<file path="src/rtl/muldiv_if.sv">
// muldiv_if: operand/result bundle between the control unit and muldiv.
//   start  launch an operation (honoured only while idle)
//   op     00 mult, 01 multu, 10 div, 11 divu
//   srca   multiplicand / dividend, also mthi/mtlo write data
//   srcb   multiplier / divisor
//   mthi   write srca into HI (idle only)
//   mtlo   write srca into LO (idle only)
//   busy   operation in progress
//   done   one-cycle pulse when an operation has just written HI/LO
//   hi/lo  HI/LO registers
interface muldiv_if;
  logic        start;
  logic [1:0]  op;
  logic [31:0] srca;
  logic [31:0] srcb;
  logic        mthi;
  logic        mtlo;
  logic        busy;
  logic        done;
  logic [31:0] hi;
  logic [31:0] lo;

  modport master (
    output start, op, srca, srcb, mthi, mtlo,
    input  busy, done, hi, lo
  );

  modport slave (
    input  start, op, srca, srcb, mthi, mtlo,
    output busy, done, hi, lo
  );
endinterface

</file>
<file path="src/rtl/muldiv.sv">
// muldiv: iterative 32-bit multiply/divide unit producing the HI/LO pair.
// mult/multu use shift-add (one multiplier bit per cycle, LSB first);
// div/divu use restoring division (one quotient bit per cycle, MSB first).
// An operation takes 33 cycles from the start edge to HI/LO update.
//   clk    rising-edge clock
//   reset  asynchronous active-high reset, clears all state
//   bus    muldiv_if.slave: start/op/srca/srcb/mthi/mtlo in,
//          busy/done/hi/lo out (all outputs registered)
module muldiv (
  input  logic     clk,
  input  logic     reset,
  muldiv_if.slave  bus
);

  typedef enum logic [1:0] {
    IDLE = 2'd0,
    RUN  = 2'd1,
    FIX  = 2'd2
  } state_t;

  state_t      r_state;
  state_t      w_next;

  logic        r_is_div;
  logic [31:0] r_a;        // multiplicand magnitude
  logic [31:0] r_b;        // divisor magnitude
  logic [63:0] r_acc;
  logic [4:0]  r_cnt;
  logic        r_neg_q;    // negate product / quotient
  logic        r_neg_r;    // negate remainder (dividend sign)
  logic        r_div0;
  logic [31:0] r_srca;     // raw dividend, returned in HI on divide by zero
  logic [31:0] r_hi;
  logic [31:0] r_lo;
  logic        r_busy;
  logic        r_done;

  logic        w_signed;
  logic        w_a_neg;
  logic        w_b_neg;
  logic [31:0] w_a_mag;
  logic [31:0] w_b_mag;
  logic [32:0] w_madd;
  logic [63:0] w_mul_next;
  logic [32:0] w_dsub;
  logic        w_ge;
  logic [63:0] w_div_next;
  logic [63:0] w_prod;
  logic [31:0] w_quo;
  logic [31:0] w_rem;

  assign w_signed = ~bus.op[0];
  assign w_a_neg  = w_signed & bus.srca[31];
  assign w_b_neg  = w_signed & bus.srcb[31];
  assign w_a_mag  = w_a_neg ? (~bus.srca + 32'd1) : bus.srca;
  assign w_b_mag  = w_b_neg ? (~bus.srcb + 32'd1) : bus.srcb;

  // Multiply: acc = {partial product high, remaining multiplier bits}.
  assign w_madd     = {1'b0, r_acc[63:32]} + (r_acc[0] ? {1'b0, r_a} : 33'd0);
  assign w_mul_next = {w_madd, r_acc[31:1]};

  // Divide: acc = {partial remainder, remaining dividend / quotient bits}.
  // The shifted 33-bit remainder is acc[63:31]; when its top bit is set it
  // already exceeds any 32-bit divisor, so only the low 32 bits need the
  // borrow test and the difference always fits back into 32 bits.
  assign w_dsub     = {1'b0, r_acc[62:31]} - {1'b0, r_b};
  assign w_ge       = r_acc[63] | ~w_dsub[32];
  assign w_div_next = w_ge ? {w_dsub[31:0], r_acc[30:0], 1'b1}
                           : {r_acc[62:0], 1'b0};

  assign w_prod = r_neg_q ? (~r_acc + 64'd1) : r_acc;
  assign w_quo  = r_neg_q ? (~r_acc[31:0] + 32'd1) : r_acc[31:0];
  assign w_rem  = r_neg_r ? (~r_acc[63:32] + 32'd1) : r_acc[63:32];

  always_comb begin
    w_next = r_state;
    unique case (r_state)
      IDLE:    if (bus.start) w_next = RUN;
      RUN:     if (r_cnt == 5'd31) w_next = FIX;
      FIX:     w_next = IDLE;
      default: w_next = IDLE;
    endcase
  end

  always_ff @(posedge clk or posedge reset) begin
    if (reset) r_state <= IDLE;
    else       r_state <= w_next;
  end

  always_ff @(posedge clk or posedge reset) begin
    if (reset) begin
      r_is_div <= 1'b0;
      r_a      <= '0;
      r_b      <= '0;
      r_acc    <= '0;
      r_cnt    <= '0;
      r_neg_q  <= 1'b0;
      r_neg_r  <= 1'b0;
      r_div0   <= 1'b0;
      r_srca   <= '0;
      r_hi     <= '0;
      r_lo     <= '0;
      r_busy   <= 1'b0;
      r_done   <= 1'b0;
    end else begin
      r_done <= 1'b0;
      unique case (r_state)
        IDLE: begin
          if (bus.start) begin
            r_is_div <= bus.op[1];
            r_a      <= w_a_mag;
            r_b      <= w_b_mag;
            r_acc    <= {32'd0, (bus.op[1] ? w_a_mag : w_b_mag)};
            r_cnt    <= '0;
            r_neg_q  <= w_a_neg ^ w_b_neg;
            r_neg_r  <= w_a_neg;
            r_div0   <= bus.op[1] & (bus.srcb == 32'd0);
            r_srca   <= bus.srca;
            r_busy   <= 1'b1;
          end else begin
            if (bus.mthi) r_hi <= bus.srca;
            if (bus.mtlo) r_lo <= bus.srca;
          end
        end
        RUN: begin
          r_acc <= r_is_div ? w_div_next : w_mul_next;
          r_cnt <= r_cnt + 5'd1;
        end
        FIX: begin
          r_busy <= 1'b0;
          r_done <= 1'b1;
          if (r_div0) begin
            r_hi <= r_srca;
            r_lo <= '1;
          end else if (r_is_div) begin
            r_hi <= w_rem;
            r_lo <= w_quo;
          end else begin
            r_hi <= w_prod[63:32];
            r_lo <= w_prod[31:0];
          end
        end
        default: ;
      endcase
    end
  end

  assign bus.busy = r_busy;
  assign bus.done = r_done;
  assign bus.hi   = r_hi;
  assign bus.lo   = r_lo;

endmodule

</file>
<file path="src/flat_wrapper.sv">
// flat-port wrapper written by rule: the top's interface ports become plain ports
module muldiv_flat 
  (clk, reset, bus_start, bus_op, bus_srca, bus_srcb, bus_mthi, bus_mtlo, bus_busy, bus_done, bus_hi, bus_lo);
  muldiv_if bus_i ();
  input  logic clk;
  input  logic reset;
  input wire logic [$bits(bus_i.start)-1:0] bus_start;
  input wire logic [$bits(bus_i.op)-1:0] bus_op;
  input wire logic [$bits(bus_i.srca)-1:0] bus_srca;
  input wire logic [$bits(bus_i.srcb)-1:0] bus_srcb;
  input wire logic [$bits(bus_i.mthi)-1:0] bus_mthi;
  input wire logic [$bits(bus_i.mtlo)-1:0] bus_mtlo;
  output wire logic [$bits(bus_i.busy)-1:0] bus_busy;
  output wire logic [$bits(bus_i.done)-1:0] bus_done;
  output wire logic [$bits(bus_i.hi)-1:0] bus_hi;
  output wire logic [$bits(bus_i.lo)-1:0] bus_lo;
  assign bus_i.start = bus_start;
  assign bus_i.op = bus_op;
  assign bus_i.srca = bus_srca;
  assign bus_i.srcb = bus_srcb;
  assign bus_i.mthi = bus_mthi;
  assign bus_i.mtlo = bus_mtlo;
  assign bus_busy = bus_i.busy;
  assign bus_done = bus_i.done;
  assign bus_hi = bus_i.hi;
  assign bus_lo = bus_i.lo;
  muldiv u_core (.clk(clk), .reset(reset), .bus(bus_i));
endmodule
</file>
<file path="config.mk">
export PLATFORM = sky130hd
export DESIGN_NAME = muldiv_flat
export DESIGN_NICKNAME = d
export VERILOG_FILES = /design/src/rtl/muldiv_if.sv /design/src/rtl/muldiv.sv /design/src/flat_wrapper.sv
export SDC_FILE = /design/constraint.sdc
export NUM_CORES = 1
export LEC_CHECK = 0
export BUFFER_PORTS_ARGS = -buffer_cell sky130_fd_sc_hd__buf_2
export CELL_PAD_IN_SITES_DETAIL_PLACEMENT = 1
export CELL_PAD_IN_SITES_GLOBAL_PLACEMENT = 1
export CORE_UTILIZATION = 30
export DETAILED_ROUTE_END_ITERATION = 16
export GPL_TIMING_DRIVEN = 0
export HOLD_SLACK_MARGIN = 0.08
export PLACE_DENSITY_LB_ADDON = 0.08
export SKIP_CTS_REPAIR_TIMING = 1
export SYNTH_ARGS = -nofsm -noshare
export SYNTH_HDL_FRONTEND = slang
export SYNTH_SLANG_ARGS = --single-unit
export TNS_END_PERCENT = 20
</file>
<file path="constraint.sdc">
create_clock -name clk -period 7 [get_ports clk]
set_clock_uncertainty 0.1 [all_clocks]
set_input_delay 0.7 -clock clk [delete_from_list [all_inputs] [get_ports clk]]
set_output_delay 0.7 -clock clk [all_outputs]
set_load 0.01 [all_outputs]
</file>
* Yosys cells after proc, flatten, opt, wreduce, memory -nomap -nowiden
Cells that the tools add are included.
** Storage, ports and cells
- Input bits :: 71
- Register bits :: 237
- Word-level logic and storage cells :: 81
- Output and inout port bits :: 66
** Operators by class
- Bitwise gates (word level) :: 12
- Mux-type cells :: 29
- Equality and inequality tests :: 8
- Add/sub/neg operators :: 8
- Reduce and logical (&&, ||, !) cells :: 10
** Operators with widths (number)
- $mux W32 :: 14
- $mux W64 :: 4
- $add A32 B1 Y32 const B :: 4
- $not A32 Y32 :: 4
- $pmux W32 S2 :: 2
- $pmux W64 S2 :: 1
- $add A64 B1 Y64 const B :: 1
- $not A64 Y64 :: 1
- $add A32 B33 Y33 :: 1
- $sub A32 B32 Y33 :: 1
- $logic_not A32 Y1 :: 1
- $pmux W5 S2 :: 1
- $ne A2 B2 Y1 const B :: 4
- $reduce_and A2 Y1 :: 4
- $reduce_and A3 Y1 :: 2
- $add A5 B1 Y5 const B :: 1
- $eq A5 B5 Y1 const B :: 1
- $mux W5 :: 1
- $mux W2 :: 2
- $pmux W2 S2 :: 1
- $reduce_bool A2 Y1 :: 2
- $and A1 B1 Y1 :: 3
- $eq A2 B1 Y1 const B :: 1
- $eq A2 B2 Y1 const B :: 1
- other kinds (7) :: 9

* Logic depth before layout (Yosys ltp)
Gate-level depths: netlist of run 1.
- Depth after elaboration :: 6
- Mapped depth :: 15
- Gate-level depth less buffers :: 13

* Worst setup path before layout of run 1
No wires, ideal clock.
- Path type :: register to register
- Start point :: register u_core.r_acc[0]
- End point :: register u_core.r_acc[60]
- Required time :: 6.778 ns
- Path buffers :: 2
- Library setup time :: 0.122 ns
- Arrival time :: 3.411 ns
- Setup slack :: 3.367 ns
- Cell stages (with the launch flop) :: 14
- Clock period less this slack :: 3.633 ns
- Cell sequence :: dfrtp_1 -> clkbuf_1 -> clkbuf_1 -> and2_1 -> ha_1 -> a21o_1 -> a21o_1 -> a221o_1 -> a2111oi_4 -> o41a_4 -> nor3_2 -> or4_1 -> a21o_1 -> a32o_1
** On the way
- Word-level cells in the longest chain between the ends :: 4
** Ends and longest elaborated chain
- start, declared :: RTL line muldiv.sv:27 : logic [63:0] r_acc;
- start signal, assigned :: RTL line muldiv.sv:113 : r_acc <= {32'd0, (bus.op[1] ? w_a_mag : w_b_mag)};
- start signal, assigned :: RTL line muldiv.sv:126 : r_acc <= r_is_div ? w_div_next : w_mul_next;
- $mux W32 :: RTL line muldiv.sv:59 : assign w_madd = {1'b0, r_acc[63:32]} + (r_acc[0] ? {1'b0, r_a} : 33'd0);
- $add A32 B33 Y33 :: RTL line muldiv.sv:59
- $mux W64 :: RTL line muldiv.sv:126
- $pmux W64 S2 :: RTL line muldiv.sv:107 : unique case (r_state)
No other way between the ends.
A chain may end at the register's enable or synchronous reset.

* Worst setup path after layout of run 1
- Start point :: register u_core.r_acc[0]
- End point :: register u_core.r_hi[8], in the netlist u_core.bus.hi[8]
** On the way
- Word-level cells in the longest chain between the ends :: 6
** Ends and longest elaborated chain
- $not A64 Y64 :: RTL line muldiv.sv:71 : assign w_prod = r_neg_q ? (~r_acc + 64'd1) : r_acc;
- $add A64 B1 Y64 :: RTL line muldiv.sv:71
- $mux W64 :: RTL line muldiv.sv:71
- $mux W32 :: RTL line muldiv.sv:135 : end else if (r_is_div) begin
- $mux W32 :: RTL line muldiv.sv:132 : if (r_div0) begin
- $pmux W32 S2 :: RTL line muldiv.sv:107
- end signal, assigned :: RTL line muldiv.sv:133 : r_hi <= r_srca;
- end signal, assigned :: RTL line muldiv.sv:136 : r_hi <= w_rem;
- end signal, assigned :: RTL line muldiv.sv:139 : r_hi <= w_prod[63:32];
- end, declared :: RTL line muldiv.sv:33 : logic [31:0] r_hi;
No other way between the ends.

==> results of run 1 <==
final timing paths:
kind	start	to	slack (ns)
setup / recovery	u_core.r_acc[0]$_DFFE_PP0P_	u_core.bus.hi[8]$_DFFE_PP0P_	1.61
hold / removal	reset	u_core.r_srca[20]$_DFFE_PP0P_	0.07
setup reg to reg	u_core.r_acc[0]$_DFFE_PP0P_	u_core.bus.hi[8]$_DFFE_PP0P_	1.61
hold reg to reg	u_core.bus.lo[21]$_DFFE_PP0P_	u_core.bus.lo[21]$_DFFE_PP0P_	0.37
max in group asynchronous	reset	u_core.r_b[14]$_DFFE_PP0P_	5.37
min in group clk	bus_srca[5]	u_core.bus.hi[5]$_DFFE_PP0P_	0.35
worst max-delay path, stage by stage (launching register included):
cell and delay (ns):
dfrtp_1 0.37, clkbuf_1 0.32, clkbuf_1 0.39, inv_1 0.14, ha_1 0.16, or3b_1 0.38
nor4bb_1 1.00, nand4_1 0.35, nor4_2 0.66, a21oi_1 0.52, a21oi_1 0.28, xor2_1 0.35
o21ai_1 0.11, o221a_2 0.15
metal layers:
layer / vias to the layer above / track usage [%] / part of all wire (%)
met1: 8889 / 39.9 / 45
met5: - / 0 / 0
met3: 115 / 3.27 / 4.3
li1: 8035 / - / -
met2: 458 / 49.6 / 47
met4: 0 / 10.7 / 3.4
stage by stage:
stage	utilization (%)	std cells	total power (W)
floorplan	-	2136	0.00733
global placement	33.3	3018	0.00994
detailed placement	33.5	3025	0.0100
CTS	35.3	3084	0.0118
global route	35.3	3084	0.0126
finish	35.3	3086	0.0118
synthesized netlist by cell type (11+ instances only):
cell        n  share of area, %
nor4_1     25              0.91
inv_1      62               1.4
dfrtp_1   236                34
a222oi_1   17              0.99
a31oi_1    17              0.62
nor3_1     36               1.0
nand2_1   319               7.0
or4_1      13              0.57
o211ai_1   22              0.96
nor2b_1    13              0.47
nand3_1    22              0.64
o21a_1     12              0.52
buf_1      20              0.44
and2_1     41               1.5
mux2i_1    43               2.5
a21o_1     23               1.0
ha_1       70               5.1
a22oi_1    23               1.0
xnor2_1   101               5.1
a211oi_1   38               1.7
o31ai_1    21              0.92
o22ai_1    37               1.3
clkbuf_1  127               2.8
o21ai_1    34              0.99
xor2_1     73               3.7
nand2b_1   26              0.95
nand4_1    16              0.58
a22o_1     12              0.61
nor2_1    133               2.9
a21oi_1   177               5.1
o21ai_0   195               5.7
or3_1      11              0.40
kinds of logic after synthesis:
family                   count (synthesis)  synth area share (%)
buffers and inverters                  213                  4.66
adder cells (fa/ha/maj)                 72                  5.32
AO/OA/AOI/OAI                          702                  25.4
AND/OR/NAND/NOR                        693                  18.7
flip-flops                             236                  34.3
XOR/XNOR                               174                  8.86
multiplexers                            46                  2.70
power breakdown:
part | leakage, nW | total, W | switching (W) | internal (W)
clock | 0.505 | 0.00167 | 0.000714 | 0.000958
combinational | 4.98 | 0.00731 | 0.00467 | 0.00264
sequential | 2.86 | 0.00278 | 0.000741 | 0.00204
total | 8.35 | 0.0118 | 0.00613 | 0.00564
sequential cells by signal, summed over array words and instances (netlist names):
register / count
u_core.bus.done: 1
u_core.r_div0: 1
u_core.r_state: 2
u_core.bus.hi: 32
u_core.r_is_div: 1
u_core.r_acc: 64
u_core.r_a: 32
u_core.r_b: 32
u_core.r_neg_r: 1
u_core.bus.lo: 32
u_core.r_neg_q: 1
u_core.bus.busy: 1
u_core.r_cnt: 5
u_core.r_srca: 31
final cells by class:
class / instances / area [um2]
timing repair buffer: 133 / 771
fill: 6803 / 36500
tap: 756 / 946
antenna: 2 / 5.00
clock inverter: 14 / 109
multi-input combinational: 1687 / 10500
buffer: 149 / 562
sequential: 236 / 5910
inverter: 64 / 244
clock buffer: 45 / 913
==> summary.txt, run 1 <==
Status
  • Outcome: complete, no violations

STA
  • Setup TNS: 0 ns
  • Final critical-path required period: between 5 and 6 ns
  • Max Slew Vio Count: 0
  • Fin Hold WS: slightly above 0.07 ns
  • Hold Vio Cnt, Final: 0
  • Setup Viol. Count Final: 0
  • Worst Slack Setup Final: 1.61 ns
  • RSZ-0062 raised after global routing: no
  • Worst-Margin Slew: 1.26 ns
  • Period Utilization, post-route: ~77%
  • Highest Clock Rate: 186 MHz
  • Worst rel slew slack: 15.8%

Pwr
  • PwrDens: just under 600 nW/um2
  • Lkg Pwr: 8.35 nW
  • Worst VDD drop: 0.176 mV

Worst setup path
  • Worst EP required: 7.34 ns
  • Worst setup EP type: flip-flop
  • CP Class: reg2reg
  • Nature of the critical path startpoint: flip-flop
  • Reg2reg path depth: 13
  • CP arrival: roughly 5.7 ns
  • CP max FO: 10

GRT
  • First-pass GRT wire length: 125000 um
  • Grt ovf: 0
  • Largest net degree at the start of global routing: 38
  • Vias in the first global route: 17700
  • GRT Util Overall: 29.9%
  • Initial antenna violation count: 2

Clock network
  • Total CTS buffers: 34
  • Clock tree buffer depth: 3
  • H-tree depth: 2
  • Sink Count: 236
  • Reg clk slew, reported paths: 0.06 ns
  • TritonCTS clock tree: done
  • Clk Latency, worst-skew pair: 0.56 ns
  • Root Buffer Master: clkbuf_16

Yosys
  • Number of synthesized flops with an enable pin: 0
  • Register area share after synthesis: 34.3%
  • YS warnings: 0
  • Synthesized Nets: ~2300
  • Synthesized area: 17200 um2
  • Mapped Cells: 2136
  • Syn_area_per_cell: 8.06 um2
  • Synth Flop Type: dfrtp_1
  • Number of synthesized register bits: 236
  • Post-synth ARST share: 100%
  • Synth unique cells: 76

Routing
  • Detail Route Antenna Nets: 0
  • Vias per cell: 5.67
  • Final wirelength: 86800 um
  • Drc violations: 0
  • Drt pass-1 iters: 5
  • DR iter-0 viols: 1172
  • DR vias: 17500
  • DR WL/cell: 28.1 um

Floorplan
  • Core Area: approximately 56000 um2
  • Io pins: roughly 140
  • Die width: 241 um
  • Initial Util: 30.5%
  • Die Y: 241 um
  • Row count: 87
  • Die area: slightly below 60000 um2

Place
  • Worst slack, placed: 1.62 ns
  • Detailed placement HPWL: between 60000 and 70000 um
  • DP Area: 18900 um2
  • PortBufs: between 100 and 150
  • Placer Congestion: 0.927

Final layout
  • Most common cell after layout, fill and taps aside: nand2_1
  • Most frequent cells in the layout: nand2_1, dfrtp_1, o21ai_0, a21oi_1, clkbuf_1
  • Area delta synth->final: 16.0%
  • Layout cells sized above 1: approximately 8.9%
  • Post-layout nets: 2448
  • Design area: 20000 um2

Job
  • Max cap viols: 0

Hold path
  • Worst min path class: in2async
Power figures use the tool's default switching activity.
==> run 2, diff against run 1 <==
==> constraint.sdc (replaced) <==
create_clock -name clk -period 5 [get_ports clk]
set_clock_uncertainty 0.1 [all_clocks]
set_input_delay 0.5 -clock clk [delete_from_list [all_inputs] [get_ports clk]]
set_output_delay 0.5 -clock clk [all_outputs]
set_load 0.01 [all_outputs]
==> run 2 against run 1 <==
- global-route usage unchanged
- worst setup slack got worse by 1.4 ns
- routed wire length barely moved
- non-clock buffer count unchanged
- sequential power rose by 41%
- core utilization barely moved
- total power rose by 40%
- count of clock-buffer cells in the layout did not move
- maximum frequency rose by 13%
- first-iteration DRC count decreased by 3.9%
- clock power increased by 40%
- critical path depth is 1 lower
==> summary.txt, run 2 (same netlist as run 1, synthesis figures left out) <==
Status
  • Outcome: complete, no violations

Worst setup path
  • CP dominant cell by count: a21oi_1
  • Worst EP required: 5.34 ns (-2.00 ns)
  • Worst r2r src: u_core.r_acc[0]$_DFFE_PP0P_
  • CP arrival: 5.12 ns (-0.61 ns)
  • CP max stage cell: nor4bb_2
  • Reg2reg path depth: 12 (-1)
  • CP max FO: 11 (+1)
  • Critical path, cell by cell: clkbuf_2, inv_1, ha_1, or3b_1, nor4bb_2, nand4_1, nor4_2, a21oi_1, a21oi_1, xor2_1, o21ai_1, o221a_2
  • CP max stage delay: 0.68 ns (-0.32 ns)
  • Worst setup EP type: flip-flop
  • Nature of the critical path startpoint: flip-flop
  • FF-to-FF End: u_core.bus.hi[8]$_DFFE_PP0P_
  • R2R Setup Slk: 0.22 ns (-1.39 ns)
  • CP Class: reg2reg

GRT
  • GRT Util Overall: 29.9% (unchanged)
  • First-pass GRT wire length: 125000 um (unchanged)
  • Vias in the first global route: 17700 (unchanged)
  • Initial antenna violation count: 2 (unchanged)
  • Grt ovf: 0 (unchanged)
  • Largest net degree at the start of global routing: 38 (unchanged)

Place
  • PortBufs: 126 (unchanged)
  • Placed Instances: 3025 (unchanged)
  • DP Area: 18900 um2 (unchanged)
  • Detailed placement HPWL: 69900 um (unchanged)
  • Placer Congestion: 0.927 (unchanged)
  • Worst slack, placed: -0.377 ns (-2.00 ns)

Final layout
  • Layout cells sized above 1: 9.02% (+0.086 points)
  • Most frequent cells in the layout: nand2_1, dfrtp_1, o21ai_0, a21oi_1, clkbuf_1
  • Final cell count without fillers: 3085 (-0.032%)
  • Largest register FFs: 64 (unchanged)
  • Most flops, register: u_core.r_acc
  • Most common cell after layout, fill and taps aside: nand2_1
  • Design area: 20000 um2 (about the same)
  • Area delta synth->final: 16.0% (about the same)
  • Post-layout nets: 2448 (unchanged)

Hold path
  • Hold path start: bus_srca[5]
  • Hold path endpoint: u_core.bus.hi[5]$_DFFE_PP0P_
  • Worst min path class: in2reg
  • Hold depth: 3

Floorplan
  • Row count: 87 (unchanged)
  • Die width: 241 um (unchanged)
  • Initial Util: 30.5% (unchanged)
  • Core Area: 56500 um2 (unchanged)
  • Die Y: 241 um (unchanged)
  • Io pins: 137 (unchanged)
  • Die area: 58300 um2 (unchanged)

STA
  • Period Utilization, post-route: 95.6% (+19 points)
  • Highest Clock Rate: 209 MHz (+13%)
  • Worst rel slew slack: 21.2% (+5.4 points)
  • Final critical-path required period: 4.78 ns (-0.611 ns)
  • Max Slew Vio Count: 0 (unchanged)
  • RSZ-0062 raised after global routing: no
  • Worst-Margin Slew: 1.18 ns (-0.0839 ns)
  • Hold Vio Cnt, Final: 0 (unchanged)
  • Worst Slack Setup Final: 0.222 ns (-1.39 ns)
  • Setup TNS: 0 ns (unchanged)
  • Setup Viol. Count Final: 0 (unchanged)

Routing
  • Uppermost layer routed: met4
  • Vias per cell: 5.66 (-0.22%)
  • Final wirelength: 86800 um (about the same)
  • DR iter-0 viols: 1126 (-3.9%)
  • DR vias: 17500 (-0.25%)
  • Drc violations: 0 (unchanged)
  • Met2 routed wirelength: 40800 um (-0.32%)
  • Detail Route Antenna Nets: 0 (unchanged)
  • Met1 WL: 39200 um (+0.27%)
  • Met3 WL: 3660 um (-2.2%)
  • Drt pass-1 iters: 5 (unchanged)
  • DR WL/cell: 28.1 um (about the same)

Job
  • Max cap viols: 0 (unchanged)

Pwr
  • Sequential power share: 23.8% (+0.2 points)
  • Combinational Power Share: 62.0% (about the same)
  • Pint: 0.00789 W (+40%)
  • Worst VDD drop: 0.249 mV (+41%)
  • PwrDens: 824 nW/um2 (+40%)
  • Sw Ratio: 52.1% (about the same)
  • Lkg Pwr: 8.35 nW (about the same)
  • Sw Pwr: 0.00857 W (+40%)
  • Total power: 0.0165 W (+40%)
  • Clock power share: 14.2% (about the same)

Clock network
  • TritonCTS clock tree: done
  • Clk Latency, worst-skew pair: 0.56 ns (about the same)
  • Total CTS buffers: 34 (unchanged)
  • Reg clk slew, reported paths: 0.06 ns (about the same)
  • H-tree depth: 2 (unchanged)
  • Sink Count: 236 (unchanged)
  • Clock tree buffer depth: 3 (unchanged)
  • Root Buffer Master: clkbuf_16
[run 2: cell count changes in the layout (fill, tap and decap cells not counted)]
cell           previous run  this run
clkbuf_1                137       135
clkbuf_2                  0         1
nor4bb_2                  0         1
dlygate4sd3_1             0         1
diode_2                   2         1
nor4bb_1                  1         0
[run 2: power by group through the flow]
stage | Sequential, W | Clock (W) | Combinational [W]
global placement | 0.00387 | 0 | 0.0100
CTS | 0.00387 | 0.00239 | 0.0102
detailed placement | 0.00389 | 0 | 0.0102
finish | 0.00391 | 0.00234 | 0.0102
global route | 0.00402 | 0.00244 | 0.0112
floorplan | 0.00355 | 0 | 0.00670
[run 2: metal layers]
metal | track usage, % | up-vias
met4 | 10.7 | 0
met1 | 39.9 | 8862
met5 | 0 | -
li1 | - | 8026
met3 | 3.27 | 111
met2 | 49.6 | 454
[run 2: per-stage QoR]
stage / util, % / hold WS, ns
6_report: 35.3 / 0.153
5_1_grt: 35.3 / 0.169
4_1_cts: 35.3 / -0.143
3_5_place_dp: 33.5 / 0.365
3_3_place_gp: 33.3 / 0.358
2_1_floorplan: - / 0.338
[run 2: worst max-delay path by stage]
stage                                           start                           end  slack, ns  cells after the start
after detailed placement  u_core.r_acc[0]$_DFFE_PP0P_  u_core.bus.hi[8]$_DFFE_PP0P_      -0.38                     13
after CTS                 u_core.r_acc[0]$_DFFE_PP0P_  u_core.bus.hi[8]$_DFFE_PP0P_      -0.41                     13
after global routing      u_core.r_acc[0]$_DFFE_PP0P_  u_core.bus.hi[8]$_DFFE_PP0P_       0.10                     12
final                     u_core.r_acc[0]$_DFFE_PP0P_  u_core.bus.hi[8]$_DFFE_PP0P_       0.22                     12
after floorplan                                 reset   u_core.bus.busy$_DFFE_PP0P_       1.31                      1
after global placement                          reset    u_core.r_b[15]$_DFFE_PP0P_      -0.68                      2
[run 2: final cells by class]
class	count	area, um2
Buffer	148	559
Clock inverter	14	109
Multi-Input combinational cell	1687	10500
Sequential cell	236	5910
Clock buffer	45	913
Fill cell	6802	36500
Antenna cell	1	2.50
Timing Repair Buffer	134	781
Tap cell	756	946
Inverter	64	244
[run 2: worst max-delay path, delay by kind of cell, from the launching register on]
kind	cells	cell delay, ns
AOI/OAI and AO/OA	4	1.04
xor gates and xnor gates	1	0.32
adders and majority gates	1	0.16
buffers and inverters	2	0.44
DFF	1	0.58
and+or+nand+nor	4	2.03
